`src/rtl/ff_bank_arbiter.sv`:
```
`default_nettype none
// +----------------------------------------------------------------------------+
// | Module  : ff_bank_arbiter                                                  |
// | Brief   : Round-robin write arbiter and preset sequencer for a shared      |
// |           WIDTH-bit register bank.                                         |
// | Rev     : 1.0  initial release                                             |
// +----------------------------------------------------------------------------+
module ff_bank_arbiter #(
    parameter  int WIDTH = 8,
    parameter  int NREQ  = 4,
    localparam int PW    = $clog2(NREQ)
) (
    input  logic                  clk,
    input  logic                  R_n,
    input  logic                  set_req,
    output logic                  set_ack,
    input  logic [NREQ-1:0]       req,
    input  logic [NREQ*WIDTH-1:0] din,
    output logic [NREQ-1:0]       gnt,
    output logic [WIDTH-1:0]      Q,
    output logic [PW-1:0]         owner,
    output logic                  busy
);

    typedef enum logic [1:0] {
        S_IDLE    = 2'd0,
        S_SETTING = 2'd1,
        S_GRANT   = 2'd2
    } state_t;

    state_t           r_state;
    logic [WIDTH-1:0] r_q;
    logic [NREQ-1:0]  r_gnt;
    logic             r_set_ack;
    logic [PW-1:0]    r_owner;
    logic [PW-1:0]    r_ptr;

    state_t           w_state_nx;
    logic [WIDTH-1:0] w_q_nx;
    logic [NREQ-1:0]  w_gnt_nx;
    logic             w_set_ack_nx;
    logic [PW-1:0]    w_owner_nx;
    logic [PW-1:0]    w_ptr_nx;
    logic             w_found;
    logic [PW-1:0]    w_win;
    logic [WIDTH-1:0] w_din [NREQ];

    genvar gi;
    generate
        for (gi = 0; gi < NREQ; gi++) begin : g_din
            assign w_din[gi] = din[gi*WIDTH +: WIDTH];
        end
    endgenerate

    // Index base+off folded back into 0..NREQ-1 (NREQ need not be a power of 2).
    function automatic logic [PW-1:0] wrap_idx(input logic [PW-1:0] base, input int off);
        int s;
        s = int'(base) + off;
        if (s >= NREQ) begin
            s = s - NREQ;
        end
        return PW'(s);
    endfunction

    always_comb begin
        w_found = 1'b0;
        w_win   = '0;
        for (int i = 0; i < NREQ; i++) begin
            if (!w_found && req[wrap_idx(r_ptr, i)]) begin
                w_found = 1'b1;
                w_win   = wrap_idx(r_ptr, i);
            end
        end
    end

    always_comb begin
        w_state_nx   = r_state;
        w_q_nx       = r_q;
        w_gnt_nx     = '0;
        w_set_ack_nx = 1'b0;
        w_owner_nx   = r_owner;
        w_ptr_nx     = r_ptr;
        case (r_state)
            S_IDLE: begin
                if (set_req) begin
                    w_state_nx = S_SETTING;
                end else if (w_found) begin
                    w_state_nx        = S_GRANT;
                    w_gnt_nx[w_win]   = 1'b1;
                    w_owner_nx        = w_win;
                end
            end
            S_SETTING: begin
                w_state_nx   = S_IDLE;
                w_q_nx       = '1;
                w_set_ack_nx = 1'b1;
            end
            S_GRANT: begin
                w_state_nx = S_IDLE;
                w_q_nx     = w_din[r_owner];
                w_ptr_nx   = wrap_idx(r_owner, 1);
            end
            default: begin
                w_state_nx = S_IDLE;
            end
        endcase
    end

    always_ff @(posedge clk or negedge R_n) begin
        if (!R_n) begin
            r_state   <= S_IDLE;
            r_q       <= '0;
            r_gnt     <= '0;
            r_set_ack <= 1'b0;
            r_owner   <= '0;
            r_ptr     <= '0;
        end else begin
            r_state   <= w_state_nx;
            r_q       <= w_q_nx;
            r_gnt     <= w_gnt_nx;
            r_set_ack <= w_set_ack_nx;
            r_owner   <= w_owner_nx;
            r_ptr     <= w_ptr_nx;
        end
    end

    assign set_ack = r_set_ack;
    assign gnt     = r_gnt;
    assign Q       = r_q;
    assign owner   = r_owner;
    assign busy    = (r_state != S_IDLE);

endmodule
`default_nettype wire

```
`config.mk`:
```
export PLATFORM = sky130hd
export DESIGN_NAME = ff_bank_arbiter
export DESIGN_NICKNAME = d
export VERILOG_FILES = /design/src/rtl/ff_bank_arbiter.sv
export SDC_FILE = /design/constraint.sdc
export NUM_CORES = 1
export LEC_CHECK = 0
export ABC_AREA = 1
export BUFFER_PORTS_ARGS = -buffer_cell sky130_fd_sc_hd__buf_2
export CAP_MARGIN = 20
export CORE_ASPECT_RATIO = 1.4
export CORE_MARGIN = 2
export CORE_UTILIZATION = 50
export CTS_CLUSTER_DIAMETER = 60
export DETAILED_ROUTE_END_ITERATION = 6
export PLACE_DENSITY = 0.91
export SLEW_MARGIN = 40
export SYNTH_ARGS = -nofsm -noshare
export SYNTH_HDL_FRONTEND = slang
export SYNTH_SLANG_ARGS = --single-unit
```
`constraint.sdc`:
```
create_clock -name clk -period 2.6 [get_ports clk]
set_input_delay 0.39 -clock clk [delete_from_list [all_inputs] [get_ports clk]]
set_output_delay 0.39 -clock clk [all_outputs]
set_load 0.05 [all_outputs]
```
==> results of run 1 <==
==> worst max-delay path, delay by kind of cell (launching register included) <==
kind	cells	cell delay, ns
DFF	1	0.58
buffers and inverters	2	0.50
==> kinds of logic after synthesis <==
logic type               share of synthesized area
AND/OR/NAND/NOR                             0.2965
flip-flops                                  0.3819
adder cells (fa/ha/maj)                    0.03015
XOR/XNOR                                  0.007036
buffers and inverters                       0.1106
AO/OA/AOI/OAI                               0.1739
==> placed cells by master (no fill, tap or decap) <==
master and count:
nand2_2 9, clkbuf_4 3, a21oi_1 1, nand4_1 1, clkinv_2 1, ha_1 3
o221ai_1 8, nor2_1 23, nand3_1 6, a31oi_1 1, dfrtp_1 19, inv_1 24
buf_2 54, nand2_1 35, nor2_2 1, o21ai_0 27, nand2_4 1, inv_2 5
nor2_4 1, xnor2_1 1, buf_4 1, nand3_2 3
==> power by group <==
part	switching (uW)	total [uW]	leakage, uW	internal (uW)
logic	988	1350	0.000597	365
clock network	88.9	146	0.0000177	57.4
registers	132	554	0.000218	422
total	1210	2050	0.000832	845
==> registers in the layout, indices dropped and copies added, names as in the netlist <==
name,cells
Q,8
r_state,2
owner,2
gnt,4
r_ptr,2
set_ack,1
==> final cells by class <==
type / instances / share of cell area
inverter: 29 / 0.06960
clock buffer: 3 / 0.01440
sequential: 19 / 0.3040
multi-input combinational: 121 / 0.4040
clock inverter: 1 / 0.003200
timing repair buffer: 55 / 0.1776
tap: 34 / 0.02720
==> layer usage <==
metal / global-route usage / share of wire / wire length (um)
met1: 0.2235 / 0.38 / 1125
met2: 0.3993 / 0.53 / 1545
met3: 0.02023 / 0.068 / 199
met4: 0.1286 / 0.021 / 63
met5: 0 / 0 / 0
==> per-stage QoR <==
step	instances	hold slack [ns]	util	area [um2]
after floorplan	174	0.09441	-	1245
after global placement	258	0.3380	0.6426	1536
after detailed placement	258	0.3425	0.6426	1536
after CTS	262	0.007994	0.6541	1564
after global routing	262	0.01309	0.6541	1564
final	262	0.004801	0.6541	1564
==> how the worst max path moves through the flow <==
stage,slack [ns],cells after the start,end
final,0.83,2,owner[0]
after CTS,0.82,2,owner[0]
after detailed placement,1.0,11,owner[0]$_DFFE_PN0P_
after global placement,1.01,7,Q[3]$_DFFE_PN0P_
after floorplan,1.10,6,Q[2]$_DFFE_PN0P_
after global routing,0.74,2,owner[0]
==> metrics.md, run 1 <==
| Metric | Value |
|---|---|
| Max frequency | `around 0.57 GHz` |
| DR pass1 iterations | `4` |
| Post-CTS sizing | `0` |
| Total power | `between 2000 and 2500 uW` |
| Max Slew Vio Count | `0` |
| Final wirelength | `approximately 3000 um` |
| Clock root buffer | `clkbuf_4` |
| Avg Vias per Cell | `5.050` |
| Top post-synthesis cells by count | `35 x nand2_1, 27 x o21ai_0, 24 x inv_1` |
| Crit. End Element | `primary output` |
| FILL cells | `241` |
| Hold_buf cts | `0` |
| Post-synthesis async set-or-reset flop share | `1.000` |
| Flops & latches, synth | `19` |
| Routability cong. | `between 0.7 and 0.8` |
| Initial antenna violation count | `0` |
| Most numerous cell in the Yosys netlist | `nand2_1` |
| DIE AREA | `roughly 0.0029 mm2` |
| Maximum vdd ir drop | `approximately 0.68 mV` |
| Skew-Pair Late Insertion Delay | `about 0.30 ns` |
| R2R Setup Slk | `about 0.99 ns` |
| Ys flop type | `dfrtp_1` |
| CP max-delay cell | `dfrtp_1` |
| Slew @ Worst Pin | `0.4424 ns` |
| Area Overhead vs Synth | `25.63%` |
| Setup TNS Final | `0 ns` |
| CTS max path bufs | `2` |
| Leakage | `about 0.00083 uW` |
| Synth warn | `0` |
| Minimum clock period | `1.768 ns` |
| Port-buffer cells | `54` |
| Row cnt | `21` |
| Initial Utilization | `0.5207` |
| Reg clk slew, reported paths | `~0.10 ns` |
| First-pass GRT wire length | `between 4000 and 5000 um` |
| Ant. Diodes | `0` |
| Final Cycle Share | `0.6800` |
| Synthesized area | `between 0.001 and 0.0015 mm2` |
| EDFF count, synth | `0` |
| Synth cell types | `22` |
| Setup crit start | `owner[0]$_DFFE_PN0P_` |
| Place WS | `around 1.0 ns` |
| DRC violations left | `0` |
| Multi-input gate area | `~630 um2` |
| CP max FO | `12` |
| MaxCap Viol Count | `0` |
| GR Util All Layers | `0.2203` |
| Antenna-violating nets left | `0` |
| Fin. Hold Viols | `0` |
| Hold WC Path Type | `in -> async` |
| Post-synth top area cell | `dfrtp_1` |
| Number of DRC violations after detailed-routing iteration 0 | `16` |
| CTS Buf Count | `3` |
| Crit path DAT | `around 1.4 ns` |
| WP data required | `roughly 2.2 ns` |
| Worst slew margin | `0.7047` |
| RSZ-0062 raised after global routing | `no` |
| Largest cells by area after synthesis | `dfrtp_1 38%, o21ai_0 11%, nand2_1 11%, inv_1 7.2%, nor2_1 6.9%` |
| Reg2reg end | `owner[0]$_DFFE_PN0P_` |
| Sequential Area | `~480 um2` |
| Largest net degree at the start of global routing | `20` |
| Syn Inst Count | `approximately 170` |
| Clk_skew | `0.004189 ns` |
| Vias | `roughly 1.3k` |
| Total clock sinks | `19` |
| CP peak stage delay | `between 0.5 and 0.6 ns` |
| Nets | `around 270` |
| Syn nets | `between 200 and 250` |
| Number of global-route vias before repair | `approximately 1.2k` |
| DIE HEIGHT | `63.04 um` |
| Core area | `0.002391 mm2` |
| Run status | `finished clean` |
| Syn avg cell area | `roughly 7.2 um2` |
| CTS H-Tree Depth | `1` |
| WL per Instance | `around 11 um` |
| Seq/Total Area, Yosys | `0.3819` |
| Pwr dens | `between 1000 and 1500 mW/mm2` |
| Total gr overflow | `0` |
| Reg2Reg Depth | `11` |
| Setup ws final | `approximately 0.83 ns` |
| Setup bufs post-CTS | `0` |
| # IOs | `55` |
| DP Wirelength | `approximately 2300 um` |
| Crit start category | `flop` |
| CTS tree | `yes` |
| Critical-path cell list | `buf_4 -> buf_2` |
| Final setup viols | `0` |
| Fraction of layout instances using a drive strength above 1 | `0.3465` |
| Critical path class | `reg -> out` |
| Yosys top cell area share | `0.3819` |
| Die width | `about 46 um` |
| Reg-to-reg startpoint | `r_ptr[0]$_DFFE_PN0N_` |
No activity file was read; power rests on OpenSTA's default activity.
==> run 2, diff against run 1 <==
--- a/config.mk
+++ b/config.mk
@@ -10,10 +10,10 @@
 export CAP_MARGIN = 20
 export CORE_ASPECT_RATIO = 1.4
 export CORE_MARGIN = 2
-export CORE_UTILIZATION = 50
+export CORE_UTILIZATION = 42
 export CTS_CLUSTER_DIAMETER = 60
 export DETAILED_ROUTE_END_ITERATION = 6
-export PLACE_DENSITY = 0.91
+export PLACE_DENSITY = 0.82
 export SLEW_MARGIN = 40
 export SYNTH_ARGS = -nofsm -noshare
 export SYNTH_HDL_FRONTEND = slang
==> constraint.sdc (replaced) <==
create_clock -name clk -period 1.5 [get_ports clk]
set_input_delay 0.225 -clock clk [delete_from_list [all_inputs] [get_ports clk]]
set_output_delay 0.225 -clock clk [all_outputs]
set_load 0.05 [all_outputs]
==> run 2 against run 1 <==
Compared with the run above: final cell count is 3.4% higher; global-route usage is 3.1 points lower; first-iteration DRC count is 6.3% higher; clock skew up 0.0013 ns; hold slack improved by 0.21 ns; register-to-register slack worse by 0.94 ns; sequential share of layout area shrank 2.0 points; combinational power is 99% higher; die area increased by 18%; sequential cell count unchanged; critical path type is now reg -> reg; critical path depth increased by 8; sequential power is 62% higher.
==> metrics.md, run 2 (synthesis gave the netlist of run 1 again) <==
| Metric | Value |
|---|---|
| Final setup viols | `0` |
| Vias | `about 1.3k` |
| Multi-input gate area | `~660 um2` |
| Largest net degree at the start of global routing | `20` |
| Fraction of layout instances using a drive strength above 1 | `0.4017` |
| DRC violations left | `0` |
| Avg Vias per Cell | `4.956` |
| Number of global-route vias before repair | `~1.2k` |
| MaxCap Viol Count | `0` |
| Sequential share of power | `0.228` |
| Clk pwr share | `0.088` |
| Run status | `finished clean` |
| GR Util All Layers | `0.1897` |
| Initial Utilization | `0.4370` |
| DIE AREA | `0.003422 mm2` |
| Routability cong. | `slightly below 0.9` |
| Sw Ratio | `0.5645` |
| WP data required | `between 1.5 and 2 ns` |
| Largest register FFs | `8` |
| Leakage | `0.0008808 uW` |
| RSZ-0062 raised after global routing | `yes` |
| WL met1 | `around 1200 um` |
| # IOs | `55` |
| Critical-path cell list | `buf_6 -> nand2_2 -> nand2_2 -> nand2_2 -> nand2_2 -> nor2_4 -> nand3_1 -> nand3_2 -> inv_2 -> nor2_2` |
| Critical path class | `reg -> reg` |
| Placed inst area | `0.001563 mm2` |
| Total gr overflow | `0` |
| CP max-delay cell | `dfrtp_2` |
| Commonest cells after routing, fill and taps aside | `53 x buf_2, 30 x nand2_1, 26 x o21ai_0` |
| WL per Instance | `about 11 um` |
| Final wirelength | `roughly 3000 um` |
| Setup ws final | `about 0.046 ns` |
| Maximum vdd ir drop | `around 1.2 mV` |
| Switch Pwr | `2219 uW` |
| Final Cycle Share | `0.9693` |
| Initial antenna violation count | `0` |
| Hold WC Path Type | `in -> reg` |
| Antenna-violating nets left | `0` |
| Fin. Hold Viols | `0` |
| CTS tree | `yes` |
| DP Wirelength | `roughly 2400 um` |
| Crit start category | `flop` |
| Slew @ Worst Pin | `roughly 0.42 ns` |
| Max Slew Vio Count | `0` |
| DIE HEIGHT | `between 60 and 70 um` |
| Met3 WL | `223 um` |
| Top sig layer | `met4` |
| Port-buffer cells | `54` |
| Skew-Pair Late Insertion Delay | `about 0.26 ns` |
| CP peak stage delay | `roughly 0.44 ns` |
| CTS max path bufs | `2` |
| Crit-path most repeated cell | `nand2_2` |
| Core area | `0.002849 mm2` |
| Ant. Diodes | `0` |
| CP top delay family | `simple AND/OR/NAND/NOR gates` |
| CTS H-Tree Depth | `1` |
| Area Overhead vs Synth | `35.28%` |
| Die width | `50.02 um` |
| Combinational share of power | `0.684` |
| Worst slew margin | `0.7174` |
| Total power | `3931 uW` |
| Design area | `approximately 0.0017 mm2` |
| Metal2 WL | `between 1500 and 2000 um` |
| Max frequency | `0.6878 GHz` |
| Nets | `between 200 and 300` |
| Sequential Area | `~480 um2` |
| FILL cells | `approximately 280` |
| Crit. End Element | `flop` |
| Place WS | `about 0.032 ns` |
| Number of DRC violations after detailed-routing iteration 0 | `17` |
| Clock root buffer | `clkbuf_8` |
| CTS Buf Count | `3` |
| Pwr dens | `2334 mW/mm2` |
| Reg clk slew, reported paths | `0.07 ns` |
| Total clock sinks | `19` |
| Minimum clock period | `around 1.5 ns` |
| Most common cell after layout, fill and taps aside | `buf_2` |
| Row cnt | `23` |
| DR pass1 iterations | `4` |
| Setup TNS Final | `0 ns` |
| Crit path DAT | `between 1.5 and 2 ns` |
| Fin Hold WS | `roughly 0.22 ns` |
| First-pass GRT wire length | `about 5000 um` |
| Clk_skew | `approximately 0.0055 ns` |
| CP max FO | `5` |
| Critical path buffer and inverter count | `2` |
| Pint | `about 1700 uW` |
## run 2: changes by cell type in the layout (fill, tap and decap cells not counted), moves of 3 or more
cell      before  now
nand2_1       35   30
buf_4          1    4
clkbuf_8       0    3
nand2_4        1    4
## run 2: power groups by stage
| stage | logic, uW | registers [uW] | clock network [uW] |
|---|---|---|---|
| 2_1_floorplan | 1310 | 1500 | 0 |
| 3_3_place_gp | 2450 | 885 | 0 |
| 3_5_place_dp | 2490 | 884 | 0 |
| 4_1_cts | 2510 | 875 | 366 |
| 5_1_grt | 2960 | 924 | 389 |
| 6_report | 2690 | 895 | 347 |
## run 2: metrics by stage
step / util / instances
3_5_place_dp: 0.5485 / 264
6_report: 0.5911 / 271
5_1_grt: 0.5911 / 271
4_1_cts: 0.5683 / 269
2_1_floorplan: - / 174
3_3_place_gp: 0.5485 / 264
## run 2: worst paths after layout
kind	from	to	slack, ns	depth (start not counted)
min in group asynchronous	R_n	Q[0]$_DFFE_PN0P_	0.45	2
max reg2reg	r_ptr[0]$_DFFE_PN0N_	gnt[3]$_DFF_PN0_	0.05	10
max	r_ptr[0]$_DFFE_PN0N_	gnt[3]$_DFF_PN0_	0.05	10
max in group asynchronous	R_n	r_ptr[1]$_DFFE_PN0N_	0.73	2
min	set_req	r_state[0]$_DFFE_PN0P_	0.22	3
min reg2reg	Q[3]$_DFFE_PN0P_	Q[3]$_DFFE_PN0P_	0.47	2
## run 2: area by class of cell
class / instances / share of cell area
inverter: 29 / 0.06761
timing repair buffer: 61 / 0.1991
sequential: 19 / 0.2838
clock inverter: 1 / 0.002972
tap: 37 / 0.02749
multi-input combinational: 121 / 0.3945
clock buffer: 3 / 0.02452
## run 2: per-layer routing
metal / vias up / track usage
li1: 679 / -
met1: 591 / 0.1983
met2: 62 / 0.3454
met3: 11 / 0.02183
met4: 0 / 0.1458
met5: - / 0
## run 2: timing repair
action | in CTS | in global routing
setup endpoints to repair | 0 | 16
hold buffers | 1 | 0
endpoints found under the hold margin | 19 | 0
resized for setup | 0 | 20
setup buffers | 0 | 1
## run 2: worst min-delay path, stage by stage
cell	delay [ns]
buf_2	0.10
inv_1	0.05
a21oi_1	0.06
==> run 3, diff against run 2 <==
--- a/config.mk
+++ b/config.mk
@@ -14,6 +14,7 @@
 export CTS_CLUSTER_DIAMETER = 60
 export DETAILED_ROUTE_END_ITERATION = 6
 export PLACE_DENSITY = 0.82
+export REMOVE_ABC_BUFFERS = 1
 export SLEW_MARGIN = 40
 export SYNTH_ARGS = -nofsm -noshare
 export SYNTH_HDL_FRONTEND = slang
==> run 3 against run 2 <==
Compared with the run above: the run now ends with setup timing left; die area stayed put; sequential power is 4.8% higher; first-iteration DRC count is 24% lower; total power hardly changed; hold slack worse by 0.0014 ns; maximum frequency is 7.1% lower; clock power hardly changed; clock skew hardly changed; non-clock buffer count is 2 higher; combinational power is 1% lower; critical path depth is 8 lower; critical endpoint is now owner[0]; largest cell class unchanged; highest routed layer unchanged.
==> metrics.md, run 3 (synthesis gave the netlist of run 1 again) <==
| Metric | Value |
|---|---|
| Worst slew margin | `0.7218` |
| Post-Layout Cell Count | `between 200 and 300` |
| GR Util All Layers | `0.1883` |
| Critical-path cell list | `buf_4 -> buf_2` |
| Maximum vdd ir drop | `around 1.0 mV` |
| DP Wirelength | `roughly 2400 um` |
| Hold WC Path Type | `in -> reg` |
| Violated checks | `setup timing` |
| Setup ws final | `-0.06592 ns` |
| WL per Instance | `approximately 11 um` |
| CTS Buf Count | `3` |
| CP max-delay cell | `dfrtp_1` |
| Nets | `around 280` |
| Area Overhead vs Synth | `36.08%` |
| CTS max path bufs | `2` |
| DRC violations left | `0` |
| Fin. Hold Viols | `0` |
| DP Cell Count | `about 270` |
| Max frequency | `0.6386 GHz` |
| WP data required | `~1.3 ns` |
| CTS tree | `yes` |
| Design area | `0.001694 mm2` |
| Crit start category | `flop` |
| FILL cells | `between 200 and 300` |
| Number of global-route vias before repair | `roughly 1.2k` |
| Port-buffer cells | `54` |
| Die width | `50.02 um` |
| MaxCap Viol Count | `0` |
| Fraction of layout instances using a drive strength above 1 | `0.3992` |
| Ant. Diodes | `0` |
| Reg clk slew, reported paths | `roughly 0.070 ns` |
| Largest register FFs | `8` |
| CP max FO | `17` |
| Minimum clock period | `between 1.5 and 2 ns` |
| Most common cell after layout, fill and taps aside | `buf_2` |
| Initial Utilization | `0.4370` |
| Final wirelength | `~3100 um` |
| Pwr dens | `2322 mW/mm2` |
| Crit path DAT | `between 1 and 1.5 ns` |
| Routability cong. | `roughly 0.8` |
| Crit. End Element | `primary output` |
| Total gr overflow | `0` |
| Skew-Pair Late Insertion Delay | `approximately 0.25 ns` |
| Final Cycle Share | `1.044` |
| Leakage | `slightly below 0.0009 uW` |
| First-pass GRT wire length | `5057 um` |
| # IOs | `55` |
| CP peak stage delay | `around 0.54 ns` |
| DR pass1 iterations | `6` |
| Core area | `between 0.002 and 0.003 mm2` |
| Clk_skew | `0.005475 ns` |
| DIE AREA | `0.003422 mm2` |
| RSZ-0062 raised after global routing | `yes` |
| Placed inst area | `0.001578 mm2` |
| Run status | `complete, but fails checks` |
| Total clock sinks | `19` |
| Final setup viols | `2` |
| DIE HEIGHT | `roughly 70 um` |
| Initial antenna violation count | `0` |
| Critical path class | `reg -> out` |
| Number of DRC violations after detailed-routing iteration 0 | `13` |
| Avg Vias per Cell | `~4.8` |
| Max Slew Vio Count | `0` |
| Clock root buffer | `clkbuf_8` |
| Antenna-violating nets left | `0` |
| Setup TNS Final | `-0.07160 ns` |
| Largest net degree at the start of global routing | `20` |
| Slew @ Worst Pin | `approximately 0.42 ns` |
| Commonest cells after routing, fill and taps aside | `53 x buf_2, 31 x nand2_1, 27 x o21ai_0` |
| Row cnt | `23` |
| CTS H-Tree Depth | `1` |
| Vias | `between 1k and 1.5k` |
-- run 3: final timing paths --
path	start	cells past startpoint	end	slack, ns
worst max-delay path	owner[0]$_DFFE_PN0P_	2	owner[0]	-0.07
worst min-delay path	set_req	3	r_state[0]$_DFFE_PN0P_	0.21
worst max register to register	r_ptr[0]$_DFFE_PN0N_	11	owner[0]$_DFFE_PN0P_	-0.01
worst min register to register	Q[2]$_DFFE_PN0P_	2	Q[2]$_DFFE_PN0P_	0.48
max in group asynchronous	R_n	2	r_ptr[1]$_DFFE_PN0N_	0.74
min in group asynchronous	R_n	2	set_ack$_DFF_PN0_	0.45
-- run 3: routing by layer --
metal	track usage	part of all wire	vias to the layer above
li1	-	-	685
met1	0.2022	0.40	573
met2	0.3618	0.52	54
met3	0.02402	0.067	5
met4	0.08681	0.016	0
met5	0	0	-
-- run 3: area by class of cell --
class | instances | area, um2 | share of cell area
Inverter | 29 | 112.6 | 0.06647
Tap cell | 37 | 46.29 | 0.02733
Clock buffer | 4 | 45.04 | 0.02659
Timing Repair Buffer | 63 | 357.8 | 0.2112
Sequential cell | 19 | 478.0 | 0.2821
Timing Repair inverter | 2 | 12.51 | 0.007386
Multi-Input combinational cell | 121 | 641.9 | 0.3789
-- run 3: metrics by stage --
stage	total power [uW]	util	hold slack [ns]	worst slack (ns)
after CTS	3779	0.5740	0.2151	0.02903
after detailed placement	3410	0.5538	0.1814	0.05881
after global placement	3372	0.5538	0.1757	0.09068
after global routing	4266	0.5946	0.2227	-0.1332
after floorplan	2746	-	-0.07059	-0.2763
final	3934	0.5946	0.2145	-0.06592
-- run 3: repair_timing --
action | CTS | global route
buffers inserted | 0 | 2
cloned | 0 | 2
hold buffers | 1 | 0
resized for setup | 1 | 13
endpoints found under the hold margin | 19 | 0
pin swaps | 0 | 3
endpoints found under the setup margin | 1 | 17
-- run 3: critical path: cells and delay by family, from the launching register on --
family / cells / cell delay [ns]
buffers and inverters: 2 / 0.55
flip-flops: 1 / 0.54
-- run 3: power by group --
group | internal [uW] | leakage, uW | total, uW | switching [uW]
sequential | 740 | 0.000215 | 938 | 197
combinational | 811 | 0.000637 | 2650 | 1840
clock | 189 | 0.0000228 | 348 | 159
total | 1740 | 0.000875 | 3930 | 2190
